<file path="config.mk">
export PLATFORM = sky130hd
export DESIGN_NAME = alu_word_sequencer
export DESIGN_NICKNAME = d
export VERILOG_FILES = /design/src/rtl/alu_word_sequencer.sv
export SDC_FILE = /design/constraint.sdc
export NUM_CORES = 1
export LEC_CHECK = 0
export CAP_MARGIN = 0
export CORE_MARGIN = 2
export CORE_UTILIZATION = 50
export CTS_BUF_LIST = sky130_fd_sc_hd__clkbuf_4 sky130_fd_sc_hd__clkbuf_8
export CTS_CLUSTER_SIZE = 16
export DETAILED_ROUTE_END_ITERATION = 16
export DONT_BUFFER_PORTS = 1
export PLACE_DENSITY = 0.67
export SLEW_MARGIN = 20
export SYNTH_ARGS = -nofsm -noshare
export SYNTH_HDL_FRONTEND = slang
export SYNTH_SLANG_ARGS = --single-unit
</file>
<file path="constraint.sdc">
create_clock -name clk -period 1.79 [get_ports clk]
set_input_delay 0.0895 -clock clk [delete_from_list [all_inputs] [get_ports clk]]
set_output_delay 0.0895 -clock clk [all_outputs]
set_load 0.01 [all_outputs]
</file>
<file path="src/rtl/alu_word_sequencer.sv">
// alu_word_sequencer: drives an external 8-bit combinational ALU one byte per
// cycle (LSB first) to execute a word-wide request, chaining the carry between
// bytes and keeping a sticky carry so ADDC/SUBC requests chain across words.

`ifndef ADD_FN
`define ADD_FN  3'b001
`define ADDC_FN 3'b010
`define SUB_FN  3'b011
`define SUBC_FN 3'b100
`define AND_FN  3'b101
`define OR_FN   3'b110
`endif

module alu_word_sequencer #(
    parameter int NBYTES = 2
) (
    input  logic                  clk,
    input  logic                  rst_n,
    input  logic                  req_valid,
    output logic                  req_ready,
    input  logic [2:0]            req_op,
    input  logic [8*NBYTES-1:0]   req_a,
    input  logic [8*NBYTES-1:0]   req_b,
    output logic                  rsp_valid,
    input  logic                  rsp_ready,
    output logic [8*NBYTES-1:0]   rsp_result,
    output logic                  rsp_c,
    output logic                  rsp_z,
    output logic                  rsp_n,
    output logic [7:0]            alu_in1,
    output logic [7:0]            alu_in2,
    output logic                  alu_c_in,
    output logic [2:0]            alu_opcode,
    input  logic [7:0]            alu_out,
    input  logic                  alu_c_out,
    input  logic                  alu_z_out,
    input  logic                  alu_n_out
);

    localparam int W     = 8 * NBYTES;
    localparam int IDX_W = (NBYTES > 1) ? $clog2(NBYTES) : 1;
    localparam logic [IDX_W-1:0] LAST_IDX = IDX_W'(NBYTES - 1);

    typedef enum logic [1:0] {
        IDLE = 2'd0,
        EXEC = 2'd1,
        DONE = 2'd2
    } state_e;

    state_e           state_q, state_d;
    logic [2:0]       op_q, op_d;
    logic [W-1:0]     a_q, a_d;        // operand A, shifted right one byte per EXEC cycle
    logic [W-1:0]     b_q, b_d;        // operand B, shifted the same way
    logic [W-1:0]     result_q, result_d;
    logic [IDX_W-1:0] idx_q, idx_d;
    logic             z_q, z_d;
    logic             chain_q, chain_d;
    logic             sticky_q, sticky_d;
    logic             c_q, c_d;
    logic             n_q, n_d;

    logic       is_arith;
    logic       is_legal;
    logic       first_byte;
    logic       last_byte;
    logic [7:0] res_byte;

    // Classify the latched opcode and locate the current byte within the word.
    always_comb begin
        is_arith   = (op_q == `ADD_FN) || (op_q == `ADDC_FN) ||
                     (op_q == `SUB_FN) || (op_q == `SUBC_FN);
        is_legal   = is_arith || (op_q == `AND_FN) || (op_q == `OR_FN);
        first_byte = (idx_q == '0);
        last_byte  = (idx_q == LAST_IDX);
        res_byte   = is_legal ? alu_out : 8'h00;
    end

    // Drive the ALU: operands are the low bytes of the shifting operand
    // registers; opcode and carry-in follow the byte position.
    always_comb begin
        // NOTE: every output gets a default first so no path can infer a latch.
        alu_in1    = 8'h00;
        alu_in2    = 8'h00;
        alu_c_in   = 1'b0;
        alu_opcode = 3'b000;
        if (state_q == EXEC && is_legal) begin
            alu_in1 = a_q[7:0];
            alu_in2 = b_q[7:0];
            case (op_q)
                `ADD_FN: begin
                    alu_opcode = first_byte ? `ADD_FN : `ADDC_FN;
                    alu_c_in   = first_byte ? 1'b0 : chain_q;
                end
                `SUB_FN: begin
                    alu_opcode = first_byte ? `SUB_FN : `SUBC_FN;
                    alu_c_in   = first_byte ? 1'b0 : chain_q;
                end
                `ADDC_FN, `SUBC_FN: begin
                    alu_opcode = op_q;
                    alu_c_in   = first_byte ? sticky_q : chain_q;
                end
                default: begin
                    alu_opcode = op_q;
                    alu_c_in   = 1'b0;
                end
            endcase
        end
    end

    // Next-state logic: accept in IDLE, capture one byte per EXEC cycle,
    // hold the response in DONE until it is consumed.
    always_comb begin
        state_d  = state_q;
        op_d     = op_q;
        a_d      = a_q;
        b_d      = b_q;
        result_d = result_q;
        idx_d    = idx_q;
        z_d      = z_q;
        chain_d  = chain_q;
        sticky_d = sticky_q;
        c_d      = c_q;
        n_d      = n_q;
        case (state_q)
            IDLE: begin
                if (req_valid) begin
                    state_d = EXEC;
                    op_d    = req_op;
                    a_d     = req_a;
                    b_d     = req_b;
                    idx_d   = '0;
                    z_d     = 1'b1;
                    chain_d = 1'b0;
                end
            end
            EXEC: begin
                a_d      = a_q >> 8;
                b_d      = b_q >> 8;
                // New byte enters at the top; after NBYTES shifts byte 0 sits at the bottom.
                result_d = W'({res_byte, result_q} >> 8);
                z_d      = z_q & (is_legal ? alu_z_out : 1'b1);
                chain_d  = is_arith & alu_c_out;
                if (last_byte) begin
                    state_d = DONE;
                    c_d     = is_arith & alu_c_out;
                    n_d     = is_legal & alu_n_out;
                    if (is_arith) begin
                        sticky_d = alu_c_out;
                    end
                end else begin
                    idx_d = idx_q + IDX_W'(1);
                end
            end
            DONE: begin
                if (rsp_ready) begin
                    state_d = IDLE;
                end
            end
            default: state_d = IDLE;
        endcase
    end

    // State and datapath registers; reset discards any in-flight operation.
    always_ff @(posedge clk or negedge rst_n) begin
        if (!rst_n) begin
            state_q  <= IDLE;
            op_q     <= 3'b000;
            a_q      <= '0;
            b_q      <= '0;
            result_q <= '0;
            idx_q    <= '0;
            z_q      <= 1'b0;
            chain_q  <= 1'b0;
            sticky_q <= 1'b0;
            c_q      <= 1'b0;
            n_q      <= 1'b0;
        end else begin
            // NOTE: non-blocking assignments so every register samples pre-edge values.
            state_q  <= state_d;
            op_q     <= op_d;
            a_q      <= a_d;
            b_q      <= b_d;
            result_q <= result_d;
            idx_q    <= idx_d;
            z_q      <= z_d;
            chain_q  <= chain_d;
            sticky_q <= sticky_d;
            c_q      <= c_d;
            n_q      <= n_d;
        end
    end

    assign req_ready  = (state_q == IDLE);
    assign rsp_valid  = (state_q == DONE);
    assign rsp_result = result_q;
    assign rsp_c      = c_q;
    assign rsp_z      = z_q;
    assign rsp_n      = n_q;

endmodule

</file>
; ---- Yosys cells after proc, flatten, opt, wreduce, memory -nomap -nowiden
; Cells that the tools add are included.
[word_totals]
rom_bits = 0
latch_bits = 0
memories = 0
inputBits = 50
output_inout_bits = 41
elab_cells = 67
ram_bits = 0
reg_bits = 59
[op_classes]
n_mux = 26
shift = 0
n_addsub = 1
div = 0
n_bitwise = 3
n_eq_ne = 11
n_reduce_logical = 15
magnitude_cmp = 0
mul = 0
[ops]
columns = op, count
row1 = $pmux W16 S2, 2
row2 = $mux W16, 2
row3 = $mux W8, 3
row4 = $eq A3 B3 Y1 const B, 3
row5 = $mux W2, 4
row6 = $pmux W1 S2, 4
row7 = $mux W1, 7
row8 = $eq A3 B2 Y1 const B, 2
row9 = $mux W3, 2
row10 = $pmux W2 S3, 1
row11 = $pmux W3 S2, 1
row12 = $reduce_and A2 Y1, 3
row13 = $reduce_and A3 Y1, 2
row14 = $logic_or A1 B1 Y1, 5
row15 = $ne A2 B2 Y1 const B, 2
row16 = $reduce_or A2 Y1, 2
row17 = $and A1 B1 Y1, 3
row18 = $eq A3 B1 Y1 const B, 1
row19 = $eq A2 B1 Y1 const B, 1
row20 = $eq A2 B2 Y1 const B, 1
row21 = $logic_not A2 Y1, 1
row22 = $ne A2 B1 Y1 const B, 1
row23 = $reduce_bool A2 Y1, 1
row24 = $add A1 B1 Y1 const B, 1
row25 = $logic_and A1 B1 Y1, 1

; ---- Logic depth before layout (Yosys ltp)
[depth]
ltp_word = 9
ltp_mapped = 7
ltp_nobuf = 3

; ---- Worst setup path before layout
; OpenSTA, ideal clock, no wires.
[synth_timing]
kind = register to register
start = register op_q[0]
end = register result_q[13], in the netlist rsp_result[13]
period_less_slack_ns = 1.636
path_stages_with_launch = 8
arrival_time_ns = 1.515
required_ns = 1.669
path_buffers = 4
setup_ns = 0.121
path_slack_ns = 0.154
path_cell_list = dfrtp_1 -> buf_6 -> or3_1 -> buf_2 -> and3_4 -> buf_6 -> buf_6 -> a22o_1
[synth_via]
elab_chain_len = 7
word_cells_on_any_way = 12
cone_classes = 6 x eq/ne / 1 x mux / 5 x reduce/logical
[synth_rtl]
columns = element, line
row1 = "start, declared", 51  ; logic [2:0] op_q, op_d;
row2 = "start signal, assigned", 180  ; op_q <= op_d;
row3 = $eq A3 B1 Y1 / $eq A3 B2 Y1 (equally long branches), --
row4 = $logic_or A1 B1 Y1 (3 in a row), 70  ; is_arith = (op_q == `ADD_FN) || (op_q == `ADDC_FN) ||
row5 = $logic_or A1 B1 Y1, 72  ; is_legal = is_arith || (op_q == `AND_FN) || (op_q == `OR_FN);
row6 = $logic_or A1 B1 Y1 *, 72
row7 = $mux W8 *, 75  ; res_byte = is_legal ? alu_out : 8'h00;
row8 = "end signal, assigned", 183  ; result_q <= result_d;
row9 = "end, declared", 54  ; logic [W-1:0] result_q, result_d;
; Mark *: on every way between the ends. The rest lies on a longest branch, timed or not.
; A chain may end at the register's enable or synchronous reset.

; ---- Final worst setup path
[layout_timing]
start = register op_q[1]
end = output port alu_in1[5]
[layout_via]
elab_chain_len = 8
word_cells_on_any_way = 13
cone_classes = 6 x eq/ne / 1 x mux / 6 x reduce/logical
[layout_rtl]
columns = element, line
row1 = $eq A3 B1 Y1 / $eq A3 B2 Y1 (equally long branches), --
row2 = $logic_or A1 B1 Y1 (3 in a row), 70
row3 = $logic_or A1 B1 Y1, 72
row4 = $logic_or A1 B1 Y1 *, 72
row5 = $logic_and A1 B1 Y1 *, 86  ; if (state_q == EXEC && is_legal) begin
row6 = $mux W8 *, 86
row7 = "end, declared", 30  ; output logic [7:0] alu_in1,
; Marked as above.

==> out/qor.tcl <==
set qor(run_status) {completed}
set qor(cts.sink_count) 59
set qor(cts.reportedPaths.clkPinSlew_ns) 0.07
set qor(pre_cts_setup_slack_ns) 0.265
set qor(area_delta_synth_final_pct) 31.5
set qor(synth_top_family_by_area) {simple AND/OR/NAND/NOR gates}
set qor(hold_path_class) {input port to register}
set qor(fin_worst_skew_ns) 0.00636
set qor(dr.first_iter.drc_count) 130
set qor(sequential_share_of_power_pct) 41.9
set qor(layout_commonest_cell) {sky130_fd_sc_hd__nand2_1}
set qor(drt.antenna.violating_nets) 0
set qor(cts_tree) {yes}
set qor(synthFlopType) {sky130_fd_sc_hd__dfrtp_1}
set qor(syn-cell-area_sq_um) 2560
set qor(area.sequential_sq_um) 1480
set qor(post-place-cells) 332
set qor(antenna_found_initial) 0
set qor(critical_path.max_fanout) 12
set qor(syn_area_per_cell_sq_um) 9.34
set qor(setup_viol_count_final) 0
set qor(post_drt_wl_per_cell_um) 15.7
set qor(core_area_sq_um) 5010
set qor(grt_start_max_net_pins) 60
set qor(vdd_drop_max_mv) 1.11
set qor(clock_tree.buffer_depth) 2
set qor(groute.usage.overall_pct) 22.7
set qor(synth-async-reset-ratio_pct) 100
set qor(fillerInstances) 421
set qor(cts_root_buffer) {sky130_fd_sc_hd__clkbuf_8}
set qor(clkLatencyLatePin_ns) 0.33
set qor(ys_ff_latch) 59
set qor(critPathLaunchType) {register}
set qor(die-width_um) 75.6
set qor(power.switching_mw) 2.18
set qor(internal_power_mw) 3.45
set qor(design.portCount) 91
set qor(final_report_hold_violation_count) 0
set qor(die_h_um) 75.6
set qor(crit_path_end_kind) {primary output}
set qor(synthCells) 274
set qor(detailedPlacementHpwl_mm) 3.59
set qor(synthXorXnorAreaFrac_pct) 0
set qor(gp_routability_congestion) 0.760
set qor(diodes) 0
set qor(worst-slew-pin-transition_ns) 0.566
set qor(pwr_density_cell_nw_per_um2) 1670
set qor(number_of_violations_of_the_max_capacitance_limit) 0
set qor(post-route-period-util_pct) 97.3
set qor(synth-adder-area-share_pct) 0
set qor(synth_enable_flop_cells) 0
set qor(num_vias) 2159
set qor(worst_slack_ns) 0.0486
set qor(finalCoreUtilization_pct) 67.2
set qor(swShare_pct) 38.8
set qor(power.clock.fraction_pct) 21.2
set qor(synth-simple-area-share_pct) 26.9
set qor(h_tree_depth) 3
set qor(multi_input_area_sq_um) 1000
set qor(remaining_routing_drc_violations) 0
set qor(synthMuxAreaShare_pct) 0
set qor(initial_utilization_pct) 51.1
set qor(layout.cells.non_filler) 399
set qor(yosys_warnings) 0
set qor(rsz0062_at_grt) {yes}
set qor(avgViaCountPerCell) 5.41
set qor(p_comb_share_pct) 36.9
set qor(leak_nw) 1.62
set qor(synth_sequential_area_ratio_pct) 57.7
set qor(nets) 374
set qor(worst_ep_required_time_ns) 1.70
set qor(fmaxAchievable_mhz) 574
set qor(globalRoute.totalOverflow) 0
set qor(tritoncts.num_buffers) 9
set qor(final_period_minus_worst_setup_slack_ns) 1.74
set qor(wl_mm) 6.25
set qor(dr.pass1.iters) 4
set qor(grt_first_pass_wirelength_mm) 9.54
set qor(synthesis.nets) 324
set qor(fp.dieArea_sq_um) 5710
set qor(synth_cell_type_count) 28
set qor(most-common-layout-cells) {84 x sky130_fd_sc_hd__nand2_1, 58 x sky130_fd_sc_hd__dfrtp_1, 48 x sky130_fd_sc_hd__dlygate4sd3_1}
set qor(cp_data_arrival_time_ns) 1.65
set qor(number_of_core_rows) 26
set qor(portBuffers) 0
set qor(layout-drive-gt1-share_pct) 10.9
set qor(synth_compound_gate_area_share_pct) 10.7
set qor(slew_headroom_pct) 62.2
set qor(timing.setup.critical_path_class) {register to primary output}
set qor(vias_in_the_first_global_route) 2066
set qor(timing_max_transition_violations_final) 0
==> flip-flops by register name, indices dropped and copies added, names as in the netlist <==
signal	cells
chain_q	1
idx_q	1
rsp_c	1
rsp_z	1
a_q	16
rsp_n	1
state_q	2
rsp_result	16
op_q	3
b_q	16
sticky_q	1
==> synthesized netlist by cell type (all sizes together) (8+ instances only) <==
library cell	n	area, sq um
a22o	8	70.1
a22oi	9	67.6
and2	16	100
buf	10	72.6
clkbuf	11	41.3
dfrtp	59	1480
nand2	84	315
nand3	21	105
nor2	14	52.6
nor3	9	45.0
o21ai	9	45.0
o22ai	8	50.1
==> area by class of cell <==
| type | count | share of cell area, % |
|---|---|---|
| Sequential cell | 59 | 43.9 |
| Multi-Input combinational cell | 193 | 29.7 |
| Timing Repair Buffer | 59 | 17.7 |
| Clock buffer | 15 | 5.76 |
| Tap cell | 70 | 2.60 |
| Inverter | 2 | 0.223 |
| Clock inverter | 1 | 0.149 |
==> kinds of logic (layout without fill, tap and decap cells) <==
logic type      Yosys count  in the layout
flops                    59             59
simple gates            153            154
buf+inv                  23             77
compound gates           39             39
==> through the flow <==
step           cell area (sq um)  hold WS [ns]  TNS [ns]  total power [mW]
2_1_floorplan               2560        -0.206         0              3.84
3_3_place_gp                2630        -0.205         0              4.18
3_5_place_dp                2630        -0.205         0              4.24
4_1_cts                     3350         0.125         0              5.64
5_1_grt                     3370         0.210   -0.0146              6.06
6_report                    3370         0.122         0              5.63
==> routing by layer <==
layer	global-route usage [%]	vias to the layer above	part of all wire, %
met1	29.3	1035	43
li1	-	1023	-
met2	36.5	89	48
met3	5.56	12	7.6
met4	9.94	0	2.1
met5	0	-	0
==> repair_timing <==
item | CTS | global route
buffers inserted | 0 | 1
hold endpoints to repair | 108 | 0
endpoints found under the setup margin | 16 | 17
pin swaps | 1 | 1
gates cloned | 1 | 0
hold buffers | 49 | 0
resized for setup | 3 | 2
==> final timing paths <==
check | start | depth (start not counted) | endpoint | slack [ns]
max | op_q[1] | 3 | alu_in1[5] | 0.05
min | req_valid | 3 | b_q[2] | 0.12
min in group asynchronous | rst_n | 2 | rsp_result[7] | 0.30
min reg2reg | b_q[6] | 2 | b_q[6] | 0.46
max in group asynchronous | rst_n | 2 | op_q[1] | 1.24
max reg2reg | op_q[1] | 4 | rsp_result[10] | 0.24
==> power by group through the flow <==
| stage | registers, mW | logic (mW) | clock network [mW] |
|---|---|---|---|
| 4_1_cts | 2.36 | 2.07 | 1.21 |
| 2_1_floorplan | 2.27 | 1.57 | 0 |
| 5_1_grt | 2.44 | 2.35 | 1.27 |
| 3_3_place_gp | 2.36 | 1.82 | 0 |
| 3_5_place_dp | 2.38 | 1.87 | 0 |
| 6_report | 2.36 | 2.08 | 1.19 |
==> critical path: stages (launching register included) <==
cell and delay, ns:
sky130_fd_sc_hd__dfrtp_2 0.44, sky130_fd_sc_hd__or3_4 0.43, sky130_fd_sc_hd__and3_4 0.24, sky130_fd_sc_hd__and2_1 0.21
(Power assumes the default switching activity.)
